[src/rtl/bat_mem_arbiter_if.sv]
// Bus bundle for bat_mem_arbiter: CPU requester, LD requester, RAM port and status.
// slave  : arbiter side (takes requests, drives ACK/RDATA, RAM strobes, status).
// master : surrounding side (requesters and the RAM macro).
interface bat_mem_arbiter_if #(
    parameter int unsigned ADDR_W = 8,
    parameter int unsigned DATA_W = 8
) ();
    logic              CPU_REQ;
    logic              CPU_RW;
    logic [ADDR_W-1:0] CPU_ADDR;
    logic [DATA_W-1:0] CPU_WDATA;
    logic              CPU_ACK;
    logic [DATA_W-1:0] CPU_RDATA;

    logic              LD_REQ;
    logic              LD_RW;
    logic [ADDR_W-1:0] LD_ADDR;
    logic [DATA_W-1:0] LD_WDATA;
    logic              LD_ACK;
    logic [DATA_W-1:0] LD_RDATA;

    logic              RAM_EN;
    logic              RAM_RW;
    logic [ADDR_W-1:0] RAM_ADDR;
    logic [DATA_W-1:0] RAM_WDATA;
    logic [DATA_W-1:0] RAM_RDATA;

    logic              OWNER;
    logic              BUSY;

    modport slave (
        input  CPU_REQ, CPU_RW, CPU_ADDR, CPU_WDATA,
        input  LD_REQ, LD_RW, LD_ADDR, LD_WDATA,
        input  RAM_RDATA,
        output CPU_ACK, CPU_RDATA, LD_ACK, LD_RDATA,
        output RAM_EN, RAM_RW, RAM_ADDR, RAM_WDATA,
        output OWNER, BUSY
    );

    modport master (
        output CPU_REQ, CPU_RW, CPU_ADDR, CPU_WDATA,
        output LD_REQ, LD_RW, LD_ADDR, LD_WDATA,
        output RAM_RDATA,
        input  CPU_ACK, CPU_RDATA, LD_ACK, LD_RDATA,
        input  RAM_EN, RAM_RW, RAM_ADDR, RAM_WDATA,
        input  OWNER, BUSY
    );
endinterface

[src/rtl/bat_mem_arbiter.sv]
// bat_mem_arbiter: shares the single BatAmateur RAM port between the CPU and the
// loader (LD). Each access runs IDLE -> ACCESS -> DONE with a one-cycle ACK.
// Optional LD anti-starvation guard: define BAT_ARB_STARVE_GUARD_EN.
module bat_mem_arbiter #(
    parameter int unsigned ADDR_W        = 8,
    parameter int unsigned DATA_W        = 8,
    parameter int unsigned ACCESS_CYCLES = 1,
    parameter int unsigned STARVE_LIMIT  = 3
) (
    input logic              CLK,
    input logic              RST,
    bat_mem_arbiter_if.slave bus
);
    localparam int unsigned CW = (ACCESS_CYCLES > 1) ? $clog2(ACCESS_CYCLES) : 1;
    localparam logic [CW-1:0] CNT_INIT = CW'(ACCESS_CYCLES - 1);

    typedef enum logic [1:0] {
        S_IDLE,
        S_ACCESS,
        S_DONE
    } state_t;

    state_t            state;
    logic [CW-1:0]     cnt;
    logic              ld_win;

    logic              ram_en;
    logic              ram_rw;
    logic [ADDR_W-1:0] ram_addr;
    logic [DATA_W-1:0] ram_wdata;
    logic              cpu_ack;
    logic              ld_ack;
    logic [DATA_W-1:0] cpu_rdata;
    logic [DATA_W-1:0] ld_rdata;
    logic              owner;
    logic              busy;

`ifdef BAT_ARB_STARVE_GUARD_EN
    localparam int unsigned SW = $clog2(STARVE_LIMIT + 1);
    localparam logic [SW-1:0] STARVE_MAX = SW'(STARVE_LIMIT);

    logic [SW-1:0] starve_cnt;

    assign ld_win = bus.LD_REQ && (!bus.CPU_REQ || (starve_cnt == STARVE_MAX));

    // Count consecutive CPU grants taken while LD was waiting; cleared on LD grant or LD idle.
    // With LD_REQ high and LD not winning, CPU_REQ must be high, so that branch is a CPU grant.
    always_ff @(posedge CLK or negedge RST) begin
        if (!RST) begin
            starve_cnt <= '0;
        end else if (state == S_IDLE) begin
            if (!bus.LD_REQ || ld_win) begin
                starve_cnt <= '0;
            end else if (starve_cnt != STARVE_MAX) begin
                starve_cnt <= starve_cnt + 1'b1;
            end
        end
    end
`else
    assign ld_win = bus.LD_REQ && !bus.CPU_REQ;
`endif

    // Access sequencer: arbitrate in IDLE, hold the latched RAM window, then pulse ACK.
    always_ff @(posedge CLK or negedge RST) begin
        if (!RST) begin
            state     <= S_IDLE;
            cnt       <= '0;
            ram_en    <= 1'b0;
            ram_rw    <= 1'b1;
            ram_addr  <= '0;
            ram_wdata <= '0;
            cpu_ack   <= 1'b0;
            ld_ack    <= 1'b0;
            cpu_rdata <= '0;
            ld_rdata  <= '0;
            owner     <= 1'b0;
            busy      <= 1'b0;
        end else begin
            unique case (state)
                S_IDLE: begin
                    if (bus.CPU_REQ || bus.LD_REQ) begin
                        if (ld_win) begin
                            ram_rw    <= bus.LD_RW;
                            ram_addr  <= bus.LD_ADDR;
                            ram_wdata <= bus.LD_WDATA;
                            owner     <= 1'b1;
                        end else begin
                            ram_rw    <= bus.CPU_RW;
                            ram_addr  <= bus.CPU_ADDR;
                            ram_wdata <= bus.CPU_WDATA;
                            owner     <= 1'b0;
                        end
                        ram_en <= 1'b1;
                        busy   <= 1'b1;
                        cnt    <= CNT_INIT;
                        state  <= S_ACCESS;
                    end
                end
                S_ACCESS: begin
                    if (cnt != '0) begin
                        cnt <= cnt - 1'b1;
                    end else begin
                        if (ram_rw) begin
                            if (owner) ld_rdata  <= bus.RAM_RDATA;
                            else       cpu_rdata <= bus.RAM_RDATA;
                        end
                        if (owner) ld_ack  <= 1'b1;
                        else       cpu_ack <= 1'b1;
                        ram_en <= 1'b0;
                        ram_rw <= 1'b1;
                        state  <= S_DONE;
                    end
                end
                S_DONE: begin
                    cpu_ack <= 1'b0;
                    ld_ack  <= 1'b0;
                    busy    <= 1'b0;
                    state   <= S_IDLE;
                end
                default: begin
                    state <= S_IDLE;
                end
            endcase
        end
    end

    assign bus.RAM_EN    = ram_en;
    assign bus.RAM_RW    = ram_rw;
    assign bus.RAM_ADDR  = ram_addr;
    assign bus.RAM_WDATA = ram_wdata;
    assign bus.CPU_ACK   = cpu_ack;
    assign bus.LD_ACK    = ld_ack;
    assign bus.CPU_RDATA = cpu_rdata;
    assign bus.LD_RDATA  = ld_rdata;
    assign bus.OWNER     = owner;
    assign bus.BUSY      = busy;
endmodule

[src/flat_wrapper.sv]
// flat-port wrapper written by rule: the top's interface ports become plain ports
module bat_mem_arbiter_flat 
#(
    parameter int unsigned ADDR_W        = 8,
    parameter int unsigned DATA_W        = 8,
    parameter int unsigned ACCESS_CYCLES = 1,
    parameter int unsigned STARVE_LIMIT  = 3
)
  (CLK, RST, bus_CPU_REQ, bus_CPU_RW, bus_CPU_ADDR, bus_CPU_WDATA, bus_LD_REQ, bus_LD_RW, bus_LD_ADDR, bus_LD_WDATA, bus_RAM_RDATA, bus_CPU_ACK, bus_CPU_RDATA, bus_LD_ACK, bus_LD_RDATA, bus_RAM_EN, bus_RAM_RW, bus_RAM_ADDR, bus_RAM_WDATA, bus_OWNER, bus_BUSY);
  bat_mem_arbiter_if #(.ADDR_W(ADDR_W), .DATA_W(DATA_W)) bus_i ();
  input logic CLK;
  input logic RST;
  input wire logic [$bits(bus_i.CPU_REQ)-1:0] bus_CPU_REQ;
  input wire logic [$bits(bus_i.CPU_RW)-1:0] bus_CPU_RW;
  input wire logic [$bits(bus_i.CPU_ADDR)-1:0] bus_CPU_ADDR;
  input wire logic [$bits(bus_i.CPU_WDATA)-1:0] bus_CPU_WDATA;
  input wire logic [$bits(bus_i.LD_REQ)-1:0] bus_LD_REQ;
  input wire logic [$bits(bus_i.LD_RW)-1:0] bus_LD_RW;
  input wire logic [$bits(bus_i.LD_ADDR)-1:0] bus_LD_ADDR;
  input wire logic [$bits(bus_i.LD_WDATA)-1:0] bus_LD_WDATA;
  input wire logic [$bits(bus_i.RAM_RDATA)-1:0] bus_RAM_RDATA;
  output wire logic [$bits(bus_i.CPU_ACK)-1:0] bus_CPU_ACK;
  output wire logic [$bits(bus_i.CPU_RDATA)-1:0] bus_CPU_RDATA;
  output wire logic [$bits(bus_i.LD_ACK)-1:0] bus_LD_ACK;
  output wire logic [$bits(bus_i.LD_RDATA)-1:0] bus_LD_RDATA;
  output wire logic [$bits(bus_i.RAM_EN)-1:0] bus_RAM_EN;
  output wire logic [$bits(bus_i.RAM_RW)-1:0] bus_RAM_RW;
  output wire logic [$bits(bus_i.RAM_ADDR)-1:0] bus_RAM_ADDR;
  output wire logic [$bits(bus_i.RAM_WDATA)-1:0] bus_RAM_WDATA;
  output wire logic [$bits(bus_i.OWNER)-1:0] bus_OWNER;
  output wire logic [$bits(bus_i.BUSY)-1:0] bus_BUSY;
  assign bus_i.CPU_REQ = bus_CPU_REQ;
  assign bus_i.CPU_RW = bus_CPU_RW;
  assign bus_i.CPU_ADDR = bus_CPU_ADDR;
  assign bus_i.CPU_WDATA = bus_CPU_WDATA;
  assign bus_i.LD_REQ = bus_LD_REQ;
  assign bus_i.LD_RW = bus_LD_RW;
  assign bus_i.LD_ADDR = bus_LD_ADDR;
  assign bus_i.LD_WDATA = bus_LD_WDATA;
  assign bus_i.RAM_RDATA = bus_RAM_RDATA;
  assign bus_CPU_ACK = bus_i.CPU_ACK;
  assign bus_CPU_RDATA = bus_i.CPU_RDATA;
  assign bus_LD_ACK = bus_i.LD_ACK;
  assign bus_LD_RDATA = bus_i.LD_RDATA;
  assign bus_RAM_EN = bus_i.RAM_EN;
  assign bus_RAM_RW = bus_i.RAM_RW;
  assign bus_RAM_ADDR = bus_i.RAM_ADDR;
  assign bus_RAM_WDATA = bus_i.RAM_WDATA;
  assign bus_OWNER = bus_i.OWNER;
  assign bus_BUSY = bus_i.BUSY;
  bat_mem_arbiter #(.ADDR_W(ADDR_W), .DATA_W(DATA_W), .ACCESS_CYCLES(ACCESS_CYCLES), .STARVE_LIMIT(STARVE_LIMIT)) u_core (.CLK(CLK), .RST(RST), .bus(bus_i));
endmodule
[config.mk]
export PLATFORM = sky130hd
export DESIGN_NAME = bat_mem_arbiter_flat
export DESIGN_NICKNAME = d
export VERILOG_FILES = /design/src/rtl/bat_mem_arbiter_if.sv /design/src/rtl/bat_mem_arbiter.sv /design/src/flat_wrapper.sv
export SDC_FILE = /design/constraint.sdc
export NUM_CORES = 1
export LEC_CHECK = 0
export CAP_MARGIN = 20
export CORE_ASPECT_RATIO = 1.2
export CORE_MARGIN = 5
export CORE_UTILIZATION = 37
export DETAILED_ROUTE_END_ITERATION = 16
export PLACE_DENSITY_LB_ADDON = 0.2
export SLEW_MARGIN = 15
export SYNTH_ARGS = -nofsm -noshare
export SYNTH_HDL_FRONTEND = slang
export SYNTH_SLANG_ARGS = --single-unit
[constraint.sdc]
create_clock -name CLK -period 1.4 [get_ports CLK]
set_input_delay 0.14 -clock CLK [delete_from_list [all_inputs] [get_ports CLK]]
set_output_delay 0.14 -clock CLK [all_outputs]
set_load 0.005 [all_outputs]
==> results of run 1 <==
## final cells by class
cell class / instances / area (um2)
clock buffers: 7 / 96.3
clock inverters: 1 / 30.0
fillers: 338 / 1650
inverters: 3 / 11.3
multi-input cells: 66 / 793
flip-flops and latches: 40 / 1000
well taps: 58 / 72.6
repair buffers: 98 / 1010
## cells in the mapped netlist (2+ instances only)
| cell | number |
|---|---|
| mux2_4 | 18 |
| a22o_1 | 2 |
| dfrtp_1 | 39 |
| o21ai_0 | 2 |
| buf_4 | 2 |
| a21oi_1 | 2 |
| mux2i_1 | 2 |
| inv_1 | 2 |
| mux2_2 | 30 |
| nor2_1 | 2 |
## worst paths after layout
check,end,depth (start not counted)
max,u_core.bus.CPU_RDATA[4],4
max in group asynchronous,u_core.bus.LD_RDATA[6],3
min,u_core.bus.BUSY,2
min in group CLK,u_core.bus.RAM_RW,3
max reg2reg,u_core.bus.CPU_RDATA[4],4
min reg2reg,u_core.bus.LD_RDATA[2],1
## repair_timing
item                       in CTS  in global routing
cloned                          0                  1
setup endpoints to repair      10                 31
hold endpoints to repair       14                  0
pin swaps                       0                  1
setup buffers                   3                  0
hold buffers                    1                  0
gates resized for setup         5                 12
## worst max-delay path: stages, from the launching register on
cell     delay, ps
dfrtp_2        470
nor2b_4        150
and3b_2        220
buf_12         140
mux2_4         300
## layer usage
metal	vias to the layer above	global-route usage [%]	part of all wire, %
met3	8	4.18	8.5
met1	617	14.0	35
li1	603	-	-
met4	0	5.77	1.4
met5	-	0	0
met2	54	24.9	55
## power by group through the flow
stage	logic (mW)	clock network [mW]	registers, mW
after floorplan	1.18	0	2.15
after global placement	2.84	0	2.10
after detailed placement	2.92	0	2.14
after CTS	2.96	1.04	2.13
after global routing	3.27	1.09	2.21
final	3.05	1.02	2.14
## flip-flops by register name, indices dropped and copies added, names as in the netlist
signal	cells
u_core.bus.CPU_RDATA	8
u_core.bus.LD_RDATA	8
u_core.bus.RAM_ADDR	8
u_core.bus.RAM_WDATA	8
u_core.state	2
u_core.bus.BUSY	1
u_core.bus.CPU_ACK	1
u_core.bus.LD_ACK	1
u_core.bus.OWNER	1
u_core.bus.RAM_EN	1
u_core.bus.RAM_RW	1
## logic make-up (layout without fill, tap and decap cells)
kind of cell | count (synthesis) | after routing
AO/OA/AOI/OAI | 9 | 9
buffers and inverters | 7 | 109
flip-flops | 40 | 40
multiplexers | 50 | 50
AND/OR/NAND/NOR | 7 | 7
==> impl_metrics.yaml, run 1 <==
placed_design:
  place_area_um2: 2780
  place_congestion: 0.717
  io_buffer_count: 83
  hpwl_um: 3350
  dp_slack_ps: -291
  placed_cells: 261
sta:
  worst_slack_ps: 4.36
  finalMaxSlewViolations: 0
  rsz0062_at_grt: "true"
  skew_ps: 3.12
  hold_viol: 0
  fin_crit_sh_pct: 99.7
  setup_tns_ps: 0
  worstMarginPinSlew_ps: 422
  hold_ws_ps: 313
  max_freq_ghz: 0.717
  post-route-min-period_ps: 1400
  relSlewSlack_pct: 71.9
  setup-violations-final: 0
clock_tree:
  cts_root_buf: "clkbuf_8"
  clock_latency_ps: 280
  cts_sinks: 40
  clk_path_buf_depth: 2
  cts_buffers: 5
  path_clk_slew_ps: 80
  cts_tree: "built"
  htree_levels: 2
cells_and_area:
  final_common_cell: "clkdlybuf4s50_1"
  nets: 260
  diodes: 0
  fin_cells: 273
  area_growth_pct: 67.9
  drive_gt1_share_pct: 37.2
  most-common-layout-cells: "80 x clkdlybuf4s50_1, 38 x dfrtp_1, 26 x mux2_4"
  postLayoutCellArea_um2: 3010
  fin_util_pct: 64.6
grt:
  grt_pass1_vias: 1399
  groute.usage.overall_pct: 13.6
  grt_overflow: 0
  antenna_found_initial: 0
  grt_pass1_wl_um: 6580
  grt_max_degree: 26
routing:
  routedWlPerCell_um: 16.2
  routed_wl_um: 4430
  ant_nets: 0
  dr.pass1.iters: 2
  drc: 0
  drt-initial-drc-count: 21
  vias: 1282
  vias_per_cell: 4.70
critical_path:
  worstSetupStartpointType: "flip-flop"
  crit_start: "u_core.state[1]"
  path_max_fanout: 8
  r2r_slack_ps: 4
  critPathArrivalTime_ps: 1570
  end_kind: "flip-flop"
  cp.required_ps: 1570
  r2r_start: "u_core.state[1]"
  critical_path_class: "flip-flop to flip-flop"
synth:
  synth_mux_area_share_pct: 35.0
  yosysTopAreaCell: "dfrtp_1"
  ys_warn_count: 0
  synth_area_um2: 1790
  synth-seq-cells: 40
  synth_top_flop_cell: "dfrtp_1"
  synthesis.nets: 159
  synth-compound-area-share_pct: 3.42
  netlist.area_leader.share_pct: 54.4
  ys_async_sr_fraction_pct: 100
  synth-edff-count: 0
  yosysSeqAreaShare_pct: 55.9
  yosys.area_share.simple_pct: 2.51
  synth_xor_area_share_pct: 0
  synthCells: 113
  yosysUniqueCellTypes: 22
  syn_area_per_cell_um2: 15.9
  ys_top_cells_by_area: "dfrtp_1 54%, mux2_2 19%, mux2_4 15%"
  synth_top_family_by_area: "multiplexers"
  synthAdderAreaFrac_pct: 0
worst_hold_path:
  hp-class: "input pin to async pin"
pwr:
  seqPwrFrac_pct: 34.5
  p_sw_mw: 1.68
  ir_drop_mv: 1.01
  pwr-share-comb_pct: 49.1
  power_leakage_nw: 1.33
  p_clk_share_pct: 16.4
  total_power_mw: 6.21
  netSwitchingFraction_pct: 27.0
  p_per_area_nw_per_um2: 2060
  intPower_mw: 4.54
floorplanning:
  coreArea_um2: 4660
  die_w_um: 73.6
  io_pins: 84
  initial_core_util_pct: 38.5
  fp.dieArea_um2: 6350
  rows: 27
  die_h_um: 86.3
run_status:
  status: "finished, final reports clean"
job:
  drv_cap: 0
Power figures use the tool's default switching activity.
==> run 2: changes to the inputs <==
--- a/config.mk
+++ b/config.mk
@@ -7,7 +7,7 @@
 export LEC_CHECK = 0
 export CAP_MARGIN = 20
 export CORE_ASPECT_RATIO = 1.2
-export CORE_MARGIN = 5
+export CORE_MARGIN = 2
 export CORE_UTILIZATION = 37
 export DETAILED_ROUTE_END_ITERATION = 16
 export PLACE_DENSITY_LB_ADDON = 0.2
==> run 2 against run 1 <==
Critical path depth unchanged. Sequential power barely moved. Setup slack better by 33 ps. Routed wire length is 10% lower. Worst hold slack better by 20 ps. Non-clock buffer count up 3. Final area decreased by 0.33%. Count of clock-buffer cells in the layout is 1 lower. Sequential share of layout area increased by 0.069 points. Combinational power about the same. First-iteration DRC count down 29%. Clock skew rose by 1.3 ps. Largest power group unchanged. Highest routed layer unchanged.
==> impl_metrics.yaml, run 2 (synthesized netlist as in run 1, its figures left out) <==
routing:
  drc: 0
  vias_per_cell: 4.70
  dr.pass1.iters: 3
  vias: 1297
  routedWlPerCell_um: 14.4
  routed_wl_um: 3970
  ant_nets: 0
  drt-initial-drc-count: 15
floorplanning:
  initial_core_util_pct: 38.8
  rows: 27
  io_pins: 84
  die_w_um: 67.6
  fp.dieArea_um2: 5420
  coreArea_um2: 4630
  die_h_um: 80.3
placed_design:
  dp_slack_ps: -289
  hpwl_um: 2990
  io_buffer_count: 83
  place_congestion: 0.721
job:
  drv_cap: 0
clock_tree:
  cts_buffers: 5
  cts_root_buf: "clkbuf_8"
  path_clk_slew_ps: 70
  htree_levels: 2
  cts_tree: "built"
  clk_path_buf_depth: 2
  cts_sinks: 40
  clock_latency_ps: 280
sta:
  worst_slack_ps: 37.1
  finalMaxSlewViolations: 0
  setup-violations-final: 0
  hold_viol: 0
  post-route-min-period_ps: 1360
  fin_crit_sh_pct: 97.4
  hold_ws_ps: 333
  relSlewSlack_pct: 69.2
  max_freq_ghz: 0.734
  skew_ps: 4.37
  rsz0062_at_grt: "false"
  worstMarginPinSlew_ps: 462
critical_path:
  cp_cell_sequence: "nor2b_4 > and3b_2 > buf_12 > mux2_4"
  slowest_delay_ps: 400
  crit_cells: 4
  worstSetupStartpointType: "flip-flop"
  path_max_fanout: 8
  critical_path_class: "flip-flop to flip-flop"
  rr_endpoint: "u_core.bus.CPU_RDATA[1]"
  critPathArrivalTime_ps: 1530
  r2r_slack_ps: 40
  cp.required_ps: 1570
  crit_start: "u_core.state[0]"
  cp_slowest_cell: "dfrtp_1"
  crit_buf_inv: 1
  reg2reg_depth: 4
  r2r_start: "u_core.state[0]"
  crit_family: "flip-flops"
  end_kind: "flip-flop"
grt:
  grt_overflow: 0
  antenna_found_initial: 0
  grt_max_degree: 24
  grt_pass1_wl_um: 6280
  groute.usage.overall_pct: 15.6
  grt_pass1_vias: 1443
cells_and_area:
  nets: 263
  fill_cells: 308
  area_growth_pct: 67.4
  drive_gt1_share_pct: 37.2
  diodes: 0
  most-common-layout-cells: "80 x clkdlybuf4s50_1, 39 x dfrtp_1, 26 x mux2_4"
  final_common_cell: "clkdlybuf4s50_1"
pwr:
  power_leakage_nw: 1.34
  ir_drop_mv: 1.16
  p_per_area_nw_per_um2: 2030
  total_power_mw: 6.10
run_status:
  status: "finished, final reports clean"
worst_hold_path:
  hp-class: "input pin to async pin"
==> run 2: cell types whose count changed in the layout (fill, tap and decap cells not counted), sizes merged <==
cell	change
buf	+3
clkbuf	-1
clkinv	+1
==> run 2: where the power goes <==
group          total (mW)  leakage (nW)  internal, mW  switching, mW
Combinational        3.08         0.819          2.18          0.900
Clock               0.904        0.0552         0.529          0.375
Sequential           2.11         0.466          1.76          0.352
==> run 2: per-layer routing <==
metal / GRT usage [%] / up-vias / wire, um
li1: - / 606 / -
met1: 16.2 / 627 / 1460
met2: 29.0 / 57 / 2150
met3: 4.20 / 7 / 288
met4: 5.51 / 0 / 62
met5: 0 / - / 0
==> run 2: timing repair <==
action                                 CTS  global route
hold buffers                             1             0
endpoints found under the hold margin   16             0
resized for setup                       12             2
buffers inserted                         4             1
setup endpoints to repair               10            16
pin swaps                                0             1
cloned                                   0             1
==> run 2: cell type report <==
| cell class | count | area [um2] | area share (%) |
|---|---|---|---|
| Clock buffer | 6 | 72.6 | 2.42 |
| Inverter | 3 | 11.3 | 0.375 |
| Clock inverter | 2 | 35.0 | 1.17 |
| Multi-Input combinational cell | 66 | 781 | 26.0 |
| Timing Repair Buffer | 101 | 1030 | 34.3 |
| Sequential cell | 40 | 1000 | 33.4 |
| Tap cell | 58 | 72.6 | 2.42 |
==> run 2: worst max-delay path by stage <==
stage | end | slack (ps)
global route | u_core.bus.RAM_ADDR[1] | 3
detailed placement | u_core.bus.RAM_ADDR[1] | -290
CTS | u_core.bus.CPU_RDATA[1] | 4
floorplan | u_core.bus.RAM_ADDR[4] | 30
finish | u_core.bus.CPU_RDATA[1] | 40
global placement | u_core.bus.RAM_WDATA[6] | -260
==> run 2: metrics by stage <==
step                      setup TNS (ps)  area (um2)  util (%)  instances
after floorplan                        0        1800         -        113
after global placement             -3790        2790      60.3        262
after detailed placement           -4480        2790      60.3        262
after CTS                              0        2970      64.2        275
after global routing                   0        3000      64.9        276
final                                  0        3000      64.9        276
==> run 3: changes to the inputs <==
--- a/config.mk
+++ b/config.mk
@@ -8,8 +8,10 @@
 export CAP_MARGIN = 20
 export CORE_ASPECT_RATIO = 1.2
 export CORE_MARGIN = 2
-export CORE_UTILIZATION = 37
+export CORE_UTILIZATION = 55
+export CTS_CLUSTER_DIAMETER = 50
 export DETAILED_ROUTE_END_ITERATION = 16
+export DONT_BUFFER_PORTS = 1
 export PLACE_DENSITY_LB_ADDON = 0.2
 export SLEW_MARGIN = 15
 export SYNTH_ARGS = -nofsm -noshare
==> run 3 against run 2 <==
Combinational power decreased by 43%. First-iteration DRC count increased by 73%. Sequential power increased by 8%. Worst hold slack got worse by 290 ps.
==> impl_metrics.yaml, run 3 (synthesized netlist as in run 1, its figures left out) <==
critical_path:
  path_max_fanout: 8
  critPathArrivalTime_ps: 1600
  reg2reg_depth: 4
  end_kind: "flip-flop"
  worstSetupStartpointType: "flip-flop"
  cp.required_ps: 1620
  cp_slowest_cell: "dfrtp_1"
  r2r_slack_ps: 20
  cp_cell_sequence: "nor2b_4 > and3b_2 > buf_12 > mux2_4"
  rr_endpoint: "u_core.bus.CPU_RDATA[4]"
  r2r_start: "u_core.state[0]"
  slowest_delay_ps: 450
  critical_path_class: "flip-flop to flip-flop"
pwr:
  ir_drop_mv: 1.53
  power_leakage_nw: 1.01
  p_per_area_nw_per_um2: 2230
routing:
  routedWlPerCell_um: 18.4
  vias_per_cell: 5.83
  routed_wl_um: 3220
  ant_nets: 0
  drc: 0
  vias: 1021
  dr.pass1.iters: 4
  drt-initial-drc-count: 26
sta:
  fin_crit_sh_pct: 98.5
  skew_ps: 15.3
  worstMarginPinSlew_ps: 179
  relSlewSlack_pct: 87.7
  post-route-min-period_ps: 1380
  hold_viol: 0
  worst_slack_ps: 20.6
  setup-violations-final: 0
  finalMaxSlewViolations: 0
  rsz0062_at_grt: "true"
  max_freq_ghz: 0.725
clock_tree:
  cts_root_buf: "clkbuf_4"
  path_clk_slew_ps: 110
  htree_levels: 2
  clk_path_buf_depth: 2
  clock_latency_ps: 340
  cts_tree: "built"
  cts_sinks: 40
  cts_buffers: 5
placed_design:
  place_congestion: 0.704
  io_buffer_count: 0
  hpwl_um: 2260
  place_area_um2: 1890
  dp_slack_ps: -7.31
grt:
  grt_pass1_vias: 1117
  grt_pass1_wl_um: 5130
  grt_overflow: 0
  grt_max_degree: 41
  groute.usage.overall_pct: 18.2
  antenna_found_initial: 0
worst_hold_path:
  hp-class: "input pin to flip-flop"
  min-delay-start: "bus_LD_RW"
  hold_end: "u_core.bus.RAM_RW"
  min_path_cells: 2
cells_and_area:
  postLayoutCellArea_um2: 2180
  drive_gt1_share_pct: 54.0
  most-common-layout-cells: "38 x dfrtp_1, 26 x mux2_4, 22 x mux2_2"
  diodes: 0
  final_common_cell: "dfrtp_1"
  fill_cells: 208
  area_growth_pct: 21.7
  nets: 184
floorplanning:
  fp.dieArea_um2: 3740
  die_h_um: 66.6
  io_pins: 84
  initial_core_util_pct: 58.2
  rows: 22
  coreArea_um2: 3080
  die_w_um: 56.1
job:
  drv_cap: 0
run_status:
  status: "finished, final reports clean"
==> run 3: cell count changes in the layout (fill, tap and decap cells not counted), sizes merged <==
cell	previous run	this run
buf	17	11
dlygate4sd2	2	0
clkdlybuf4s50	80	0
clkinv	1	0
dlygate4sd3	1	11
==> run 3: what timing repair did <==
item / in CTS / in global routing
buffers inserted: 1 / 1
pin swaps: 0 / 1
resized for setup: 1 / 12
hold buffers: 12 / 0
setup endpoints to repair: 13 / 18
hold endpoints to repair: 57 / 0
==> run 3: how the worst max path moves through the flow <==
stage	cells past startpoint	endpoint	slack, ps	start
6_report	4	u_core.bus.CPU_RDATA[4]	20	u_core.state[0]
3_5_place_dp	4	u_core.bus.LD_RDATA[0]	-7	u_core.state[0]
4_1_cts	3	u_core.bus.CPU_RDATA[4]	5	u_core.bus.RAM_RW
2_1_floorplan	5	u_core.bus.RAM_ADDR[4]	30	u_core.state[0]
5_1_grt	4	u_core.bus.CPU_RDATA[4]	-40	u_core.state[0]
3_3_place_gp	4	u_core.bus.LD_RDATA[7]	60	u_core.state[0]
==> run 3: power breakdown <==
part,internal [mW],total (mW),switching [mW]
registers,1.76,2.27,0.503
logic,1.17,1.77,0.603
clock network,0.474,0.827,0.353
==> run 3: final cells by class <==
cell class / count / area, um2 / share of cell area (%)
clock buffer: 7 / 65.1 / 2.98
clock inverter: 1 / 30.0 / 1.38
inverter: 3 / 11.3 / 0.516
multi-input combinational: 66 / 786 / 36.0
sequential: 40 / 1000 / 46.0
tap: 36 / 45.0 / 2.06
timing repair buffer: 22 / 243 / 11.1
==> run 3: routing by layer <==
metal / up-vias / part of all wire (%) / GRT usage (%)
met3: 4 / 7.9 / 7.18
met4: 0 / 0.78 / 6.25
li1: 446 / - / -
met1: 517 / 38 / 18.4
met5: - / 0 / 0
met2: 54 / 54 / 33.8
==> run 3: through the flow <==
| step | setup TNS (ps) | utilization (%) | total power [mW] | cells | hold slack (ps) |
|---|---|---|---|---|---|
| final | 0 | 70.8 | 4.86 | 175 | 46.3 |
| after global routing | -247 | 70.8 | 5.17 | 175 | 40.5 |
| after CTS | 0 | 69.2 | 4.74 | 174 | 38.1 |
| after detailed placement | -11.6 | 61.4 | 3.81 | 153 | -155 |
| after global placement | 0 | 61.4 | 3.72 | 153 | -155 |
| after floorplan | 0 | - | 3.33 | 113 | -156 |
==> run 3: critical path, delay by kind of cell, from the launching register on <==
family | cells | cell delay, ps
buffers and inverters | 1 | 140
DFF | 1 | 450
and+or+nand+nor | 2 | 380
muxes | 1 | 300
